File: src/rtl/counter_seq.sv
// counter_seq: timed command sequencer driving an up/down counter's en/dn/load/data controls.
module counter_seq #(
    parameter int WIDTH = 4,
    parameter int LEN_W = 8
) (
    input  logic             clk,
    input  logic             rst,
    input  logic             cmd_valid,
    output logic             cmd_ready,
    input  logic [1:0]       cmd_op,
    input  logic [WIDTH-1:0] cmd_arg,
    input  logic [LEN_W-1:0] cmd_len,
    input  logic             abort,
    output logic             en,
    output logic             dn,
    output logic             load,
    output logic [WIDTH-1:0] data,
    output logic             busy,
    output logic             done,
    output logic             aborted
);
    typedef enum logic {IDLE, RUN} state_t;
    localparam logic [1:0] OP_LOAD = 2'b00;
    localparam logic [1:0] OP_DOWN = 2'b10;
    localparam logic [LEN_W-1:0] ONE = LEN_W'(1);
    state_t state, state_n;
    logic [LEN_W-1:0] rem, rem_n;
    logic [1:0] op, op_n;
    logic [WIDTH-1:0] data_n;
    logic en_n, dn_n, load_n, done_n, aborted_n, run_n, accept;
    assign cmd_ready = !rst && (state == IDLE || (rem == ONE && !abort));
    assign accept = cmd_valid && cmd_ready;
    assign busy = state == RUN;
    // Outputs are computed from the next state so every strobe comes straight from a flop.
    always_comb begin
        state_n = state;
        rem_n = rem;
        op_n = op;
        data_n = data;
        aborted_n = 1'b0;
        if (accept) begin
            state_n = RUN;
            op_n = cmd_op;
            rem_n = (cmd_op == OP_LOAD || cmd_len == '0) ? ONE : cmd_len;
            data_n = cmd_op == OP_LOAD ? cmd_arg : data;
        end else if (state == RUN && abort) begin
            state_n = IDLE;
            rem_n = '0;
            aborted_n = 1'b1;
        end else if (state == RUN) begin
            rem_n = rem - ONE;
            state_n = rem == ONE ? IDLE : RUN;
        end
        run_n = state_n == RUN;
        load_n = run_n && op_n == OP_LOAD;
        en_n = run_n && ^op_n;
        dn_n = run_n && op_n == OP_DOWN;
        done_n = run_n && rem_n == ONE;
    end
    always_ff @(posedge clk) begin
        if (rst) begin
            state <= IDLE;
            rem <= '0;
            op <= '0;
            data <= '0;
            en <= 1'b0;
            dn <= 1'b0;
            load <= 1'b0;
            done <= 1'b0;
            aborted <= 1'b0;
        end else begin
            state <= state_n;
            rem <= rem_n;
            op <= op_n;
            data <= data_n;
            en <= en_n;
            dn <= dn_n;
            load <= load_n;
            done <= done_n;
            aborted <= aborted_n;
        end
    end
endmodule
File: config.mk
export PLATFORM = sky130hd
export DESIGN_NAME = counter_seq
export DESIGN_NICKNAME = d
export VERILOG_FILES = /design/src/rtl/counter_seq.sv
export SDC_FILE = /design/constraint.sdc
export NUM_CORES = 1
export LEC_CHECK = 0
export ABC_AREA = 1
export BUFFER_PORTS_ARGS = -buffer_cell sky130_fd_sc_hd__buf_2
export CAP_MARGIN = 20
export CORE_MARGIN = 2
export CORE_UTILIZATION = 56
export CTS_BUF_LIST = sky130_fd_sc_hd__clkbuf_16
export DETAILED_ROUTE_END_ITERATION = 10
export PLACE_DENSITY = 0.89
export SETUP_SLACK_MARGIN = 0.4
export SYNTH_ARGS = -nofsm -noshare
export SYNTH_HDL_FRONTEND = slang
export SYNTH_SLANG_ARGS = --single-unit
File: constraint.sdc
create_clock -name clk -period 5.18 [get_ports clk]
set_input_delay 0.518 -clock clk [delete_from_list [all_inputs] [get_ports clk]]
set_output_delay 0.518 -clock clk [all_outputs]
set_load 0.02 [all_outputs]
# Word-level counts from Yosys, hierarchy flattened
# Index checks and enable logic that the tools add are counted.
[op_classes] n_reduce_logical=18 eq_ne=3 addsub=1 mux=10 bitwise=1
[op_table] op="$mux W8" n=4
[op_table] op="$eq A8 B1 Y1 const B" n=2
[op_table] op="$logic_and A1 B1 Y1" n=8
[op_table] op="$logic_not A8 Y1" n=1
[op_table] op="$sub A8 B1 Y8 const B" n=1
[op_table] op="$mux W1" n=5
[op_table] op="$logic_not A2 Y1" n=2
[op_table] op="$eq A2 B2 Y1 const B" n=1
[op_table] op="$logic_not A1 Y1" n=2
[op_table] op="$logic_or A1 B1 Y1" n=2
[op_table] op="$mux W2" n=1
[op_table] op="$reduce_and A2 Y1" n=1
[op_table] op="$reduce_or A2 Y1" n=1
[op_table] op="$reduce_xor A2 Y1" n=1
[op_table] op="$not A1 Y1" n=1
[word_totals] in_bits=18 reg_bits=20 wordCells=42

# Logic depth before layout (Yosys ltp)
[logic_depth] depth_word=8 ltp_mapped=13

# Worst setup path before layout
# OpenSTA, ideal clock, no wires.
[synth_path] kind="register to register" startpoint="register state, in the netlist busy" endpoint="register en" setup_time_ps=116 slack_ps=3373 t_arrival_ps=1691 synth_period_minus_slack_ps=1807 stages_incl_launch_ff=10 required_ps=5064 path_buffers=1 cell_sequence="dfxtp_1 nand2_4 nand2_2 inv_2 nand3_4 buf_8 mux2i_1 ha_1 inv_1 nor2_1"
[synth_between] elab_chain_cells=7 word_cells_on_any_way=11 classes_between="4 x mux; 1 x bitwise; 6 x reduce/logical"
[synth_rtl] element="start, declared" line="26" text="state_t state, state_n;"
[synth_rtl] element="start signal, assigned" line="72" text="state <= state_n;"
[synth_rtl] element="$not A1 Y1" line="31" text="assign cmd_ready = !rst && (state == IDLE || (rem == ONE && !abort));"
[synth_rtl] element="$logic_or A1 B1 Y1" line="31"
[synth_rtl] element="$logic_and A1 B1 Y1" line="31"
[synth_rtl] element="$logic_and A1 B1 Y1" line="32" text="assign accept = cmd_valid && cmd_ready;"
[synth_rtl] element="$mux W2" line="41" text="if (accept) begin"
[synth_rtl] element="$reduce_xor A2 Y1" line="56" text="en_n = run_n && ^op_n;"
[synth_rtl] element="$logic_and A1 B1 Y1 (*)" line="56"
[synth_rtl] element="end signal, assigned" line="76" text="en <= en_n;"
[synth_rtl] element="end, declared" line="14" text="output logic en,"
# Mark *: on every way between the ends. The rest lies on a longest branch, timed or not.
# A chain may end at the register's enable or synchronous reset.

# Worst setup path in the final report
[layout_path] startpoint="register rem[1]" endpoint="output cmd_ready"
[layout_between] elab_chain_cells=4
[layout_rtl] element="start, declared" line="27" text="logic [LEN_W-1:0] rem, rem_n;"
[layout_rtl] element="start signal, assigned" line="73" text="rem <= rem_n;"
[layout_rtl] element="$eq A8 B1 Y1" line="31"
[layout_rtl] element="$logic_and A1 B1 Y1" line="31"
[layout_rtl] element="$logic_or A1 B1 Y1" line="31"
[layout_rtl] element="$logic_and A1 B1 Y1" line="31"
[layout_rtl] element="end, declared" line="9" text="output logic cmd_ready,"
# Every way passes these cells.

==> impl_metrics.env <==
export IMPL_end_kind="output pin"
export IMPL_ys_ff_latch=20
export IMPL_clock_fmax_mhz=465.0
export IMPL_die_area_um2=2451
export IMPL_vias_per_cell=5.204
export IMPL_grt_max_degree=15
export IMPL_fin_skew_ns=0.001427
export IMPL_placed_area_um2=1315
export IMPL_status="completed"
export IMPL_max_vdd_ir_drop_v=0.0002414
export IMPL_gp_congestion=0.8128
export IMPL_cp_start_kind="register"
export IMPL_routedWlPerCell_um=12.88
export IMPL_syn_nets=190
export IMPL_grt_pass1_wl_um=4940
export IMPL_pin_count=29
export IMPL_insertedDiodeCount=0
export IMPL_antenna_found_initial=0
export IMPL_clock_latency_ns=0.25
export IMPL_path_common_cell="nor2_1"
export IMPL_clkTransAtPathRegs_ns=0.06
export IMPL_tightest_slew_ns=0.3068
export IMPL_timing_final_crit_period_ns=2.150
export IMPL_p_per_area_nw_per_um2=349.8
export IMPL_drc_errors=0
export IMPL_overflow=0
export IMPL_drive_gt1_frac=0.2576
export IMPL_clock_root_buffer="clkbuf_16"
export IMPL_die_x_um=49.51
export IMPL_cts_resized_gates=0
export IMPL_cts_max_level=1
export IMPL_rrSetupSlack_ns=3.11
export IMPL_cts_buffers=3
export IMPL_die_height_um=49.51
export IMPL_cts_tree="yes"
export IMPL_cp_max_fo=4
export IMPL_leakagePower_uw=0.0007457
export IMPL_fin_crit_sh=0.4151
export IMPL_cts_setup_buffers=0
export IMPL_cts_sinks=20
export IMPL_syn_area_um2=1160
export IMPL_final_setup_tns_ns=0
export IMPL_start_util=0.5912
export IMPL_critPathSlowestCell="dfxtp_1"
export IMPL_drtAntennaViolNets=0
export IMPL_max_cap_viol_count=0
export IMPL_synth_area_per_cell_um2=6.904
export IMPL_drt_initial_drc_count=37
export IMPL_cp_depth=7
export IMPL_timing_final_ws_setup_ns=3.030
export IMPL_grt_total_usage=0.2619
export IMPL_place_hpwl_um=2164
export IMPL_synth_cells=168
export IMPL_worst_path_buf_inv=2
export IMPL_drt_pass1_iterations=4
export IMPL_yosysWarnings=0
export IMPL_stdcell_area_um2=1420
export IMPL_num_vias=1171
export IMPL_slowest_delay_ns=0.32
export IMPL_drv_slew=0
export IMPL_fillers=172
export IMPL_holdPathStages=3
export IMPL_max_slew_margin_rel=0.7896
export IMPL_place_ws_ns=3.031
export IMPL_routed_wl_um=2897
export IMPL_port_buffers=28
export IMPL_crit_type="reg2out"
export IMPL_path_cells="inv_1 > ha_1 > nand3_1 > nor2_1 > nor2_1 > nor2_1 > buf_2"
export IMPL_ff2ff_path_depth=11
export IMPL_ys_seq_area_frac=0.3452
export IMPL_hold_viol_final=0
export IMPL_hold_class="in2reg"
export IMPL_clockBufferDepth=2
export IMPL_rsz0062_at_grt="no"
export IMPL_fp_row_count=16
export IMPL_crit_family="simple AND/OR/NAND/NOR gates"
export IMPL_core_region_area_um2=1962
export IMPL_grt_pass1_vias=1184
export IMPL_crit_arrival_ns=1.63
export IMPL_cts_hold_buf=0
export IMPL_fin_nets=221
export IMPL_crit_required_ns=4.66
export IMPL_finalSetupViolCount=0
export IMPL_area_delta_synth_final_pct=22.44
export IMPL_synth_cell_types=28
-- where the power goes --
part | switching (µW) | leakage, µW | internal (µW)
clock | 57.7 | 0.0000511 | 153
combinational | 72.1 | 0.000531 | 39.3
sequential | 9.43 | 0.000163 | 165
-- stage by stage --
step / std cells / utilization / hold WS [ns] / total power (µW)
2_1_floorplan: 168 / - / 0.4938 / 256.0
3_3_place_gp: 221 / 0.6703 / 0.5274 / 279.7
3_5_place_dp: 221 / 0.6703 / 0.5373 / 285.7
4_1_cts: 225 / 0.7239 / 0.5025 / 497.0
5_1_grt: 225 / 0.7239 / 0.5110 / 517.5
6_report: 225 / 0.7239 / 0.5017 / 496.8
-- synthesized netlist by cell type --
cell type  instances  share of area
nand4_1            3          0.016
ha_1               4          0.043
o21ai_2            1         0.0076
o21ai_4            1          0.014
nor3_4             1          0.014
nand2_1           34           0.11
nand2_2            6          0.032
o21bai_1           1         0.0065
nand3_1            9          0.039
o21ai_0            6          0.026
nand3_4            1          0.015
inv_2              2         0.0065
or2_1              1         0.0054
xor2_1             1         0.0076
nor2_2             4          0.022
clkbuf_1           1         0.0032
nor2_4             1         0.0097
mux2i_1            1         0.0086
nor2_1            30          0.097
a21oi_1           11          0.047
clkinv_1           1         0.0032
dfxtp_1           20           0.35
nand2_4            1         0.0097
nand3_2            1         0.0086
nor3_1             2         0.0086
nor3b_1            2          0.013
buf_8              1          0.013
inv_1             21          0.068
-- path summary, 6_finish.rpt --
kind | startpoint | end
worst min-delay path | cmd_arg[3] | data[3]$_SDFFE_PP0P_
worst max register to register | rem[1]$_SDFF_PP0_ | en$_SDFF_PP0_
worst max-delay path | rem[1]$_SDFF_PP0_ | cmd_ready
worst min register to register | data[2]$_SDFFE_PP0P_ | data[2]$_SDFFE_PP0P_
-- routing by layer --
| metal | up-vias | global-route usage | wire [µm] |
|---|---|---|---|
| met1 | 529 | 0.2816 | 1189 |
| met5 | - | 0 | 0 |
| met2 | 47 | 0.5023 | 1511 |
| met4 | 0 | 0.1111 | 44 |
| met3 | 6 | 0.03939 | 151 |
| li1 | 589 | - | - |
-- worst register-to-register path, cell delays in order (launching register included) --
cell	delay, ns
dfxtp_1	0.32
inv_1	0.10
ha_1	0.16
nand3_1	0.15
o21ai_4	0.23
nand3_4	0.22
inv_1	0.19
or2_1	0.14
o21ai_2	0.07
ha_1	0.28
inv_1	0.03
nor2_1	0.11
-- area by class of cell --
class,instances,area [µm²],share of cell area
tap,27,33.78,0.02379
clock buffer,3,75.07,0.05286
multi-input combinational,122,650.6,0.4582
timing repair buffer,28,140.1,0.09868
clock inverter,1,30.03,0.02115
inverter,24,90.09,0.06344
sequential,20,400.4,0.2819
-- sequential cells by signal (all words and copies together), names as in the netlist --
register / count
rem: 8
data: 4
busy: 1
dn: 1
done: 1
op: 2
load: 1
en: 1
aborted: 1
-- cell usage in the layout, fill, tap and decap left out, types with 2 or more instances in the layout --
master,Yosys,final
nor2_2,4,4
nand3_1,9,9
nand2_1,34,34
o21ai_0,6,6
nor3b_1,2,2
inv_2,2,2
nor2_1,30,30
buf_2,0,28
nor3_1,2,2
dfxtp_1,20,20
nand2_2,6,6
clkbuf_16,0,3
ha_1,4,4
inv_1,21,21
a21oi_1,11,11
nand4_1,3,3
-- logic make-up (layout without fill, tap and decap cells) --
kind of cell             Yosys count  in the layout  synth area share
flip-flops                        20             20            0.3452
adder cells (fa/ha/maj)            4              4           0.04315
multiplexers                       1              1          0.008630
buffers and inverters             26             56           0.09385
AND/OR/NAND/NOR                   96             96            0.4002
AO/OA/AOI/OAI                     20             20            0.1014
XOR/XNOR                           1              1          0.007553
Note: power is estimated with default switching activity, not from simulation.
